===== src/rtl/gg_nal_dispatch_lattice.sv =====
// gg_nal_dispatch_lattice: start-code scan, NAL/slice header decode and slice dispatch
module gg_nal_dispatch_lattice #(
  parameter int WIDTH = 32,
  parameter int BYTE_WIDTH = WIDTH / 8,
  parameter int NUM_CH = 2,
  parameter logic [3*NUM_CH-1:0] CH_TYPE_MASK = 6'b100_011,
  parameter int CNT_W = 16
) (
  input  logic                         clk,
  input  logic                         reset,
  input  logic [WIDTH-1:0]             in_bits,
  input  logic [31:0]                  in_pad,
  input  logic [BYTE_WIDTH-1:0]        nal_start,
  output logic [BYTE_WIDTH-1:0]        nal_end,
  output logic [NUM_CH*BYTE_WIDTH-1:0] slice_start,
  input  logic [NUM_CH*BYTE_WIDTH-1:0] slice_end,
  output logic                         busy,
  output logic                         err,
  output logic [CNT_W-1:0]             nal_cnt,
  output logic [CNT_W-1:0]             slice_cnt,
  output logic [CNT_W-1:0]             skip_cnt
);
  localparam int CW = NUM_CH > 1 ? $clog2(NUM_CH) : 1;
  localparam logic [NUM_CH*BYTE_WIDTH-1:0] lsb_one = 1;
  typedef enum logic [1:0] {IDLE, SEARCH, HDR, OWNED} state_t;
  state_t state, st;
  logic [1:0] run, r;
  logic ss_pend, sp, e, sl, ch_ok;
  logic [CW-1:0] owner, ow, ch;
  logic [7:0] ni, si, ki, hb;
  logic [2:0] k, acc;
  logic [BYTE_WIDTH-1:0] ne;
  logic [NUM_CH*BYTE_WIDTH-1:0] ss;
  logic [WIDTH+31:0] cat;
  // {ok, type}: type 0=P 1=B 2=I from first_mb_in_slice + slice_type exp-Golomb codes
  function automatic logic [2:0] kind(input logic [31:0] b);
    logic [4:0] lz1, v, m;
    logic [2:0] lz2;
    logic [31:0] s, suf;
    lz1 = 5'd13;
    for (int j = 12; j >= 0; j--) if (b[31-j]) lz1 = 5'(j);
    s = b << {lz1, 1'b1};
    lz2 = 3'd4;
    for (int j = 3; j >= 0; j--) if (s[31-j]) lz2 = 3'(j);
    suf = (s >> (6'd31 - {2'b00, lz2, 1'b0})) & ((32'd1 << lz2) - 32'd1);
    v = 5'((32'd1 << lz2) - 32'd1 + suf);
    m = v % 5'd5;
    return (lz1 != 5'd13 && lz2 != 3'd4 && v <= 5'd9 && m < 5'd3) ? {1'b1, m[1:0]} : 3'd0;
  endfunction
  function automatic logic [CNT_W-1:0] sat(input logic [CNT_W-1:0] a, input logic [7:0] d);
    logic [CNT_W:0] s;
    s = {1'b0, a} + {{(CNT_W-7){1'b0}}, d};
    return s[CNT_W] ? {CNT_W{1'b1}} : s[CNT_W-1:0];
  endfunction
  assign cat = {in_bits, in_pad};
  always_comb begin
    st = state;
    r = run;
    sp = ss_pend;
    ow = owner;
    ne = '0;
    ss = '0;
    e = 1'b0;
    ni = '0;
    si = '0;
    ki = '0;
    hb = '0;
    k = '0;
    acc = '0;
    ch = '0;
    ch_ok = 1'b0;
    sl = 1'b0;
    for (int i = BYTE_WIDTH-1; i >= 0; i--) begin
      hb = in_bits[i*8 +: 8];
      if (sp) begin
        ss = ss | (lsb_one << (int'(ow) * BYTE_WIDTH + i));
        sp = 1'b0;
      end
      for (int c = 0; c < NUM_CH; c++)
        if (slice_end[c*BYTE_WIDTH+i]) begin
          if (st == OWNED && ow == CW'(c)) begin
            ne[i] = 1'b1;
            st = SEARCH;
            r = 2'd0;
          end else e = 1'b1;
        end
      if (nal_start[i]) begin
        if (st == OWNED) e = 1'b1;
        else begin
          st = SEARCH;
          r = 2'd0;
        end
      end
      if (st == SEARCH) begin
        if (hb == 8'h01 && r == 2'd2) begin
          st = HDR;
          r = 2'd0;
          ni = ni + 8'd1;
        end else r = hb != 8'h00 ? 2'd0 : r == 2'd2 ? 2'd2 : r + 2'd1;
      end else if (st == HDR) begin
        k = kind(cat[i*8 +: 32]);
        ch_ok = 1'b0;
        ch = '0;
        // descending scan leaves the lowest accepting channel selected
        for (int c = NUM_CH-1; c >= 0; c--) begin
          acc = CH_TYPE_MASK[3*c +: 3];
          if (acc[k[1:0]]) begin
            ch_ok = 1'b1;
            ch = CW'(c);
          end
        end
        sl = hb[4:0] == 5'd1 || hb[4:0] == 5'd5;
        if (!hb[7] && sl && k[2] && ch_ok) begin
          st = OWNED;
          ow = ch;
          sp = 1'b1;
          si = si + 8'd1;
        end else begin
          st = SEARCH;
          r = 2'd0;
          ki = ki + 8'd1;
          e = e | hb[7] | (sl & ~k[2]);
        end
      end
    end
  end
  assign nal_end = reset ? '0 : ne;
  assign slice_start = reset ? '0 : ss;
  assign err = !reset && e;
  assign busy = state == OWNED;
  always_ff @(posedge clk)
    if (reset) begin
      state <= IDLE;
      run <= '0;
      ss_pend <= 1'b0;
      owner <= '0;
      nal_cnt <= '0;
      slice_cnt <= '0;
      skip_cnt <= '0;
    end else begin
      state <= st;
      run <= r;
      ss_pend <= sp;
      owner <= ow;
      nal_cnt <= sat(nal_cnt, ni);
      slice_cnt <= sat(slice_cnt, si);
      skip_cnt <= sat(skip_cnt, ki);
    end
endmodule


===== config.mk =====
export PLATFORM = sky130hd
export DESIGN_NAME = gg_nal_dispatch_lattice
export DESIGN_NICKNAME = d
export VERILOG_FILES = /design/src/rtl/gg_nal_dispatch_lattice.sv
export SDC_FILE = /design/constraint.sdc
export NUM_CORES = 1
export LEC_CHECK = 0
export ABC_AREA = 1
export CORE_MARGIN = 5
export CORE_UTILIZATION = 35
export CTS_BUF_LIST = sky130_fd_sc_hd__clkbuf_16
export DETAILED_ROUTE_END_ITERATION = 7
export DONT_BUFFER_PORTS = 1
export PLACE_DENSITY_LB_ADDON = 0.2
export SYNTH_ARGS = -nofsm -noshare
export SYNTH_HDL_FRONTEND = slang
export SYNTH_SLANG_ARGS = --single-unit

===== constraint.sdc =====
create_clock -name clk -period 26.7 [get_ports clk]
set_input_delay 5.34 -clock clk [delete_from_list [all_inputs] [get_ports clk]]
set_output_delay 5.34 -clock clk [all_outputs]
set_load 0.03 [all_outputs]

* Word-level counts from Yosys, hierarchy flattened
Index checks and enable logic that the tools add are counted.
** Word-level totals
- Register bits after elaboration :: 54
- Logic and storage cells :: 520
** Operators by class
- $add $sub $neg :: 31
- Div/mod/pow operators :: 4
- $lt $le $gt $ge :: 12
- Equal/unequal tests :: 44
- Shift-type cells :: 16
- Muxes and demuxes :: 327
- Bitwise gates (word level) :: 28
- Reductions and logical operators :: 51
** Operators with widths (count)
- 5-bit 2-to-1 mux :: 56
- 8-bit 2-to-1 mux :: 29
- 2-bit 2-to-1 mux :: 88
- 32-bit by 6-bit left shift with 32-bit output :: 4
- 32-bit by 6-bit right shift with 5-bit output :: 4
- 1-bit 2-to-1 mux :: 114
- 3-bit 2-to-1 mux :: 28
- 8-bit by 1-bit adder with 8-bit output, second input constant :: 9
- 16-bit by 8-bit adder with 17-bit output :: 3
- 16-bit 2-to-1 mux :: 3
- 2-bit == test, second input constant :: 20
- 1-bit logical AND :: 37
- 8-bit by 1-bit == test with 1-bit output, second input constant :: 4
- 8-bit nonzero test :: 4
- 8-bit OR :: 3
- 1-bit by 4-bit left shift with 8-bit output, first input constant :: 3
- 5-bit by 4-bit subtractor with 6-bit output, first input constant :: 4
- 5-bit adder :: 4
- 5-bit AND :: 4
- 5-bit by 1-bit == test with 1-bit output, second input constant :: 4
- 5-bit by 3-bit == test with 1-bit output, second input constant :: 4
- 5-bit by 4-bit less-or-equal comparator with 1-bit output, second input constant :: 4
- 5-bit by 2-bit < comparator with 1-bit output, second input constant :: 4
- 5-bit by 3-bit remainder unit with 5-bit output, second input constant :: 4
- 18 further kinds :: 72

* Longest topological paths before layout
Gate-level depths: netlist (run 1).
- Word-level depth :: 159
- Mapped depth :: 89

* Worst setup path before layout (run 1)
OpenSTA, ideal clock, no wires.
- Kind :: input port to output port
- Start :: input port in_bits[14]
- End :: output port err
- Arrival time :: 11.910 ns
- Required time :: 21.360 ns
- Path slack :: 9.450 ns
- Stages on the path :: 60
- Buffers on the path :: 1
- Cell sequence :: nor2_1 -> nand2_1 -> nand3_1 -> nand2_1 -> nand2_1 -> nand2_1 -> nand2_1 -> nand2_2 -> buf_2 -> nand3_1 -> nand3_1 -> nand3_1 -> nand2_2 -> nor2_8 -> inv_2 -> nor2_8 -> nand2_1 -> nand4_1 -> [... 24 more ...] -> inv_1 -> o21ai_0 -> inv_1 -> nand2_1 -> ha_1 -> nor2_1 -> o21ai_0 -> nand3b_1 -> inv_1 -> ha_1 -> nand4_1 -> nand2_1 -> nand2_1 -> nor2_1 -> inv_1 -> nor2_2 -> nand3_1 -> a21oi_1
** Between the ends
- Longest elaborated chain between the ends :: 84
- Elaborated cells between the ends (all ways) :: 212
** RTL lines
- from (decl) :: line 11 : input logic [WIDTH-1:0] in_bits,
- 5-bit 2-to-1 mux (10 in a row) :: line 41 : for (int j = 12; j >= 0; j--) if (b[31-j]) lz1 = 5'(j);
- 5-bit 2-to-1 mux :: line 100 : end else if (st == HDR) begin
- 5-bit 2-to-1 mux :: line 94 : if (st == SEARCH) begin
- 32-bit by 6-bit left shift with 32-bit output :: line 42 : s = b << {lz1, 1'b1};
- 3-bit 2-to-1 mux (4 in a row) :: line 44 : for (int j = 3; j >= 0; j--) if (s[31-j]) lz2 = 3'(j);
- 3-bit 2-to-1 mux :: line 100
- 3-bit 2-to-1 mux :: line 94
- 5-bit by 4-bit subtractor with 6-bit output or 1-bit by 3-bit left shift with 5-bit output (tied branches) :: line 45, 46
- [... 55 more ...]
- 2-bit == test :: line 88 : if (st == OWNED) e = 1'b1;
- 1-bit 2-to-1 mux :: line 88
- 1-bit 2-to-1 mux :: line 87 : if (nal_start[i]) begin
- 1-bit OR (2 in a row) :: line 122 : e = e | hb[7] | (sl & ~k[2]);
- 1-bit 2-to-1 mux :: line 113 : if (!hb[7] && sl && k[2] && ch_ok) begin
- 1-bit 2-to-1 mux :: line 100
- 1-bit 2-to-1 mux * :: line 94
- 1-bit logical AND * :: line 129 : assign err = !reset && e;
- to (decl) :: line 18 : output logic err,
Mark *: on every way between the ends. The rest lies on a longest branch, timed or not. The select of a mux whose other input is x is not followed.

* Worst setup path in the final report (run 1)
Same ends and word-level chain as after synthesis.

==> results.txt, run 1 <==
result of the run - complete, no violations
final worst clock skew - 0.00773 ns
total negative setup slack - 0 ns
via count of the first global-routing pass - 12157
total global-route track usage - 20.7%
worst endpoint required time - 21.36 ns
placer's final routability congestion estimate - 1.05
cell at the slowest stage of the critical path - sky130_fd_sc_hd__nor2_1
Crit Path Class - in -> out
Die Area - 35600 um2
proportion of layout cells with a drive suffix above 1 - 5.41%
met2 track demand over resource in global routing - 35.0%
number of buffer cells added on primary ports - 0
commonest non-fill, non-tap cell in the layout - sky130_fd_sc_hd__nand2_1
power density normalized to cell area - 47.5 nW/um2
number of storage elements in the synthesis netlist - 54
MaxCap Viol Count - 0
first-pass GRT wire length - 62300 um
most used cell, CP - sky130_fd_sc_hd__nand2_1
sequential cell area - 1080 um2
Avg Synthesized Cell Area - 5.32 um2
number of nets with antenna violations after routing - 0
Post-CTS Resized - 0
worst vdd ir - 0.0293 mV
antenna diode instance count - 0
DRC violation count after routing - 0
Hold Buf Count CTS - 0
clock tree from TritonCTS - done
Async S/R FF share, synth - 0%
worst skew pair latency - 0.29 ns
overall die width - 189 um
capturing element type of the critical path - output port
number of buffers added for setup after CTS - 0
clock transition time at the flip-flop clock pins of the worst setup and hold paths - 0.07 ns
unrepaired setup endpoints after global routing - false
number of enable-type register cells in the synthesized netlist - 0
num rows - 65
CP arrival - 14.21 ns
worst-case clock buffer depth - 2
kind of launch point of the worst setup path - input port
antenna violations before repair - 0
number of library cell types mapped by synthesis - 66
H-tree levels - 2
clock sink count - 54
busiest metal layer after global routing - met2
max-slew violations - 0
pin count of the biggest net entering global routing - 57
multi-input gate area in the final layout - 8510 um2
fin cells - 2453
CTS Root Buffer Type - sky130_fd_sc_hd__clkbuf_16
overall die height - 189 um
clock period minus worst slack - 19.55 ns
dominant synthesized flop cell - sky130_fd_sc_hd__dfxtp_1
largest delay contributor family on the critical path - simple AND/OR/NAND/NOR gates
Area Overhead vs Synth - 3.73%
commonest cells after routing, fill and taps aside - 561 x sky130_fd_sc_hd__nand2_1, 319 x sky130_fd_sc_hd__inv_1, 225 x sky130_fd_sc_hd__o21ai_0
overflow left after global routing - 0
Inserted Clock Buffers - 5
Synth Warn # - 0
count of endpoints failing setup in the final report - 0
fillcell total - 3626
post-synthesis cell count - 2102
number of hold violations in the final report - 0
top-level port count - 140
post-route fraction of the period consumed by the critical path - 73.2%
combined area of all synthesized cells - 11200 um2
pre-CTS setup slack - 7.26 ns
Via density - 5.34
sum of routed wire length over all layers - 38400 um
total via count after detailed routing - 13089
met1 track utilization from global routing - 28.1%
slew at the pin closest to its max-slew limit - 1.05 ns
maximum clock frequency - 51.2 MHz
setup ws final - 7.15 ns
max_slew headroom - 29.4%
WL/cell - 15.7 um
Post-layout nets - 2179
number of DRC markers after the initial detailed-route iteration - 994
starting density of the core - 35.4%
portion of the post-synthesis area used by sequential elements - 9.67%
Final HPWL DP - 31200 um
stage delay of the slowest cell on the critical path - 0.72 ns
CORE AREA - 31600 um2
worst hold-check path type - reg -> reg
Leak Pwr - 5.77 nW
maximum fanout count along the critical path - 14
global routing usage on met3 - 2.83%
Buf/Inv on CP - 10
dpl cells - 2445
router iterations before antenna repair - 5
[flip-flops by register name, indices dropped and copies added (netlist names)]
name / count
nal_cnt: 16
owner: 1
run: 2
skip_cnt: 16
slice_cnt: 16
ss_pend: 1
state: 2
[logic make-up (layout without fill, tap and decap cells)]
logic type / after synthesis / in the layout / share of synthesized area (%)
multiplexers: 8 / 8 / 0.728
AO/OA/AOI/OAI: 439 / 439 / 22.6
XOR/XNOR: 42 / 42 / 3.29
adder cells (fa/ha/maj): 51 / 51 / 5.91
flip-flops: 54 / 54 / 9.67
buffers and inverters: 412 / 360 / 14.2
other: 1 / 2 / 0.0336
AND/OR/NAND/NOR: 1095 / 1095 / 43.5
[synthesized netlist by cell type (5+ instances only)]
cell / number / area, um2
sky130_fd_sc_hd__a21oi_1: 89 / 445
sky130_fd_sc_hd__a31oi_1: 19 / 119
sky130_fd_sc_hd__and2_1: 8 / 50.1
sky130_fd_sc_hd__buf_2: 26 / 130
sky130_fd_sc_hd__clkbuf_1: 35 / 131
sky130_fd_sc_hd__dfxtp_1: 54 / 1080
sky130_fd_sc_hd__ha_1: 48 / 601
sky130_fd_sc_hd__inv_1: 319 / 1200
sky130_fd_sc_hd__inv_2: 22 / 82.6
sky130_fd_sc_hd__mux2i_1: 7 / 70.1
sky130_fd_sc_hd__nand2_1: 561 / 2110
sky130_fd_sc_hd__nand2_2: 19 / 119
sky130_fd_sc_hd__nand2_4: 7 / 78.8
sky130_fd_sc_hd__nand3_1: 201 / 1010
sky130_fd_sc_hd__nand3_2: 9 / 90.1
sky130_fd_sc_hd__nand4_1: 30 / 188
sky130_fd_sc_hd__nor2_1: 188 / 706
sky130_fd_sc_hd__nor2_2: 9 / 56.3
sky130_fd_sc_hd__nor3_1: 31 / 155
sky130_fd_sc_hd__nor4_1: 9 / 56.3
sky130_fd_sc_hd__o2111ai_1: 5 / 43.8
sky130_fd_sc_hd__o211ai_1: 34 / 255
sky130_fd_sc_hd__o21a_1: 5 / 37.5
sky130_fd_sc_hd__o21ai_0: 225 / 1130
sky130_fd_sc_hd__o21ai_1: 14 / 70.1
sky130_fd_sc_hd__o221ai_1: 7 / 61.3
sky130_fd_sc_hd__o22ai_1: 5 / 31.3
sky130_fd_sc_hd__o31ai_1: 7 / 52.6
sky130_fd_sc_hd__xnor2_1: 8 / 70.1
sky130_fd_sc_hd__xor2_1: 34 / 298
[cell type report]
cell class	instances	share of cell area, %
Timing Repair Buffer	7	0.453
Inverter	345	11.2
Tap cell	402	4.34
Clock inverter	3	0.184
Multi-Input combinational cell	1637	73.4
Sequential cell	54	9.33
Clock buffer	5	1.08
[where the power goes]
part	switching, mW	leakage [nW]	internal [mW]
logic	0.272	5.26	0.130
registers	0.00227	0.436	0.0814
clock network	0.0302	0.0698	0.0348
[worst min-delay path, delay by kind of cell, from the launching register on]
family             cells  cell delay (ns)
AOI/OAI and AO/OA      2             0.19
DFF                    1             0.43
[metal layers]
metal / routed length [um] / vias up
li1: - / 6772
met1: 17300 / 5852
met2: 17700 / 401
met3: 2490 / 64
met4: 903 / 0
met5: 0 / -
[final timing paths]
| check | startpoint | to | slack (ns) | cells after the start |
|---|---|---|---|---|
| max reg2reg | state[0] | slice_cnt[13] | 19.07 | 44 |
| min reg2reg | skip_cnt[11] | skip_cnt[11] | 0.66 | 2 |
| min | skip_cnt[11] | skip_cnt[11] | 0.66 | 2 |
| max | in_bits[14] | err | 7.15 | 55 |
[metrics by stage]
step	area (um2)	hold WS (ns)	util, %	total power, mW
floorplan	11200	0.628	-	0.414
global placement	11400	0.661	36.3	0.479
detailed placement	11400	0.663	36.3	0.484
CTS	11600	0.669	36.7	0.551
global route	11600	0.700	36.7	0.621
finish	11600	0.664	36.7	0.551
(Power assumes the default switching activity.)
==> run 2: changes to the inputs <==
==> constraint.sdc (replaced) <==
create_clock -name clk -period 20.1 [get_ports clk]
set_input_delay 4.02 -clock clk [delete_from_list [all_inputs] [get_ports clk]]
set_output_delay 4.02 -clock clk [all_outputs]
set_load 0.03 [all_outputs]
==> results.txt, run 2 (same netlist as run 1, synthesis figures left out) <==
result of the run - complete, no violations (unchanged)
CTS Root Buffer Type - sky130_fd_sc_hd__clkbuf_16 (unchanged)
multi-input gate area in the final layout - 8510 um2 (unchanged)
Leak Pwr - 5.76 nW (was 5.77 nW)
worst hold-check path type - reg -> reg (unchanged)
starting density of the core - 35.4% (unchanged)
most used cell, CP - sky130_fd_sc_hd__nand2_1 (unchanged)
total via count after detailed routing - 13150 (was 13089)
top-level port count - 140 (unchanged)
worst reg-to-reg path cell count - 44 (unchanged)
worst endpoint required time - 16.08 ns (was 21.36 ns)
final worst clock skew - 0.00437 ns (was 0.00773 ns)
worst-case clock buffer depth - 2 (unchanged)
Hold Buf Count CTS - 0 (unchanged)
pin count of the biggest net entering global routing - 57 (unchanged)
overall die height - 189 um (unchanged)
DRC violation count after routing - 0 (unchanged)
H-tree levels - 2 (unchanged)
num rows - 65 (unchanged)
kind of launch point of the worst setup path - input port (unchanged)
capturing element type of the critical path - output port (unchanged)
MaxCap Viol Count - 0 (unchanged)
slew at the pin closest to its max-slew limit - 1.05 ns (about the same)
number of nets with antenna violations after routing - 0 (unchanged)
clock sink count - 54 (unchanged)
stage delay of the slowest cell on the critical path - 0.73 ns (was 0.72 ns)
worst vdd ir - 0.0312 mV (was 0.0293 mV)
cell depth of the worst min-delay path - 2 (unchanged)
power density normalized to cell area - 62.9 nW/um2 (was 47.5 nW/um2)
Tot Pwr - 0.728 mW (was 0.551 mW)
max_slew headroom - 29.6% (was 29.4%)
placer's final routability congestion estimate - 1.05 (about the same)
unrepaired setup endpoints after global routing - false (unchanged)
worst skew pair latency - 0.29 ns (about the same)
first-pass GRT wire length - 62500 um (was 62300 um)
router iterations before antenna repair - 5 (unchanged)
largest registers - nal_cnt (16), skip_cnt (16), slice_cnt (16) (unchanged)
overall die width - 189 um (unchanged)
count of endpoints failing setup in the final report - 0 (unchanged)
Post-CTS Resized - 0 (unchanged)
number of hold violations in the final report - 0 (unchanged)
sum of routed wire length over all layers - 38700 um (was 38400 um)
Crit Path Class - in -> out (unchanged)
clock transition time at the flip-flop clock pins of the worst setup and hold paths - 0.06 ns (was 0.07 ns)
dpl cells - 2445 (unchanged)
sequential cell area - 1080 um2 (unchanged)
commonest cells after routing, fill and taps aside - 561 x sky130_fd_sc_hd__nand2_1, 319 x sky130_fd_sc_hd__inv_1, 225 x sky130_fd_sc_hd__o21ai_0 (unchanged)
post-route fraction of the period consumed by the critical path - 84.4%
number of buffers added for setup after CTS - 0 (unchanged)
Via density - 5.37 (was 5.34)
max-slew violations - 0 (unchanged)
antenna diode instance count - 0 (unchanged)
CORE AREA - 31600 um2 (unchanged)
clock tree from TritonCTS - done (unchanged)
Post-layout nets - 2179 (unchanged)
fin cells - 2451 (was 2453)
cell at the slowest stage of the critical path - sky130_fd_sc_hd__nor2_1 (unchanged)
number of buffer cells added on primary ports - 0 (unchanged)
Final HPWL DP - 31300 um (was 31200 um)
CP arrival - 12.94 ns (was 14.21 ns)
via count of the first global-routing pass - 12087 (was 12157)
antenna violations before repair - 0 (unchanged)
Die Area - 35600 um2 (unchanged)
total negative setup slack - 0 ns (unchanged)
overflow left after global routing - 0 (unchanged)
Area Overhead vs Synth - 3.57% (was 3.73%)
fillcell total - 3590 (was 3626)
Inserted Clock Buffers - 5 (unchanged)
proportion of layout cells with a drive suffix above 1 - 5.27% (was 5.41%)
WL/cell - 15.8 um (was 15.7 um)
total global-route track usage - 20.8% (was 20.7%)
clock period minus worst slack - 16.96 ns
maximum clock frequency - 58.9 MHz
number of DRC markers after the initial detailed-route iteration - 1138 (was 994)
commonest non-fill, non-tap cell in the layout - sky130_fd_sc_hd__nand2_1 (unchanged)
maximum fanout count along the critical path - 14 (unchanged)
-- run 2: area by class of cell --
cell class,instances,area share (%)
multi-input combinational,1637,73.6
inverter,345,11.2
sequential,54,9.34
tap,402,4.35
clock buffer,5,1.08
timing repair buffer,7,0.454
clock inverter,1,0.0324
-- run 2: power by group --
group | total [mW] | switching [mW] | internal, mW | leakage, nW
registers | 0.111 | 0.00303 | 0.108 | 0.436
clock network | 0.0813 | 0.0368 | 0.0444 | 0.0632
logic | 0.536 | 0.364 | 0.172 | 5.26
total | 0.728 | 0.404 | 0.325 | 5.76
-- run 2: critical path: cells and delay by family --
kind	cells	cell delay, ns
AO/OA/AOI/OAI	5	1.31
XOR/XNOR	1	0.19
adder cells (fa/ha/maj)	4	0.85
buffers and inverters	10	1.26
AND/OR/NAND/NOR	35	5.33
-- run 2: through the flow --
stage	area [um2]	hold WS, ns	worst slack [ns]	utilization (%)
global route	11600	0.706	2.29	36.7
global placement	11400	0.661	3.54	36.3
finish	11600	0.670	3.14	36.7
floorplan	11200	0.628	5.49	-
detailed placement	11400	0.667	3.27	36.3
CTS	11600	0.677	3.25	36.7
-- run 2: metal layers --
layer  routed length [um]  track usage (%)
met1                17300             28.0
met2                18000             35.7
met3                 2720             2.85
met4                  668             4.09
met5                    0                0
-- run 2: final timing paths --
path,start,end,slack (ns)
worst min register to register,nal_cnt[15],nal_cnt[15],0.67
worst max-delay path,in_bits[14],err,3.14
worst max register to register,state[0],slice_cnt[14],12.35
worst min-delay path,nal_cnt[15],nal_cnt[15],0.67
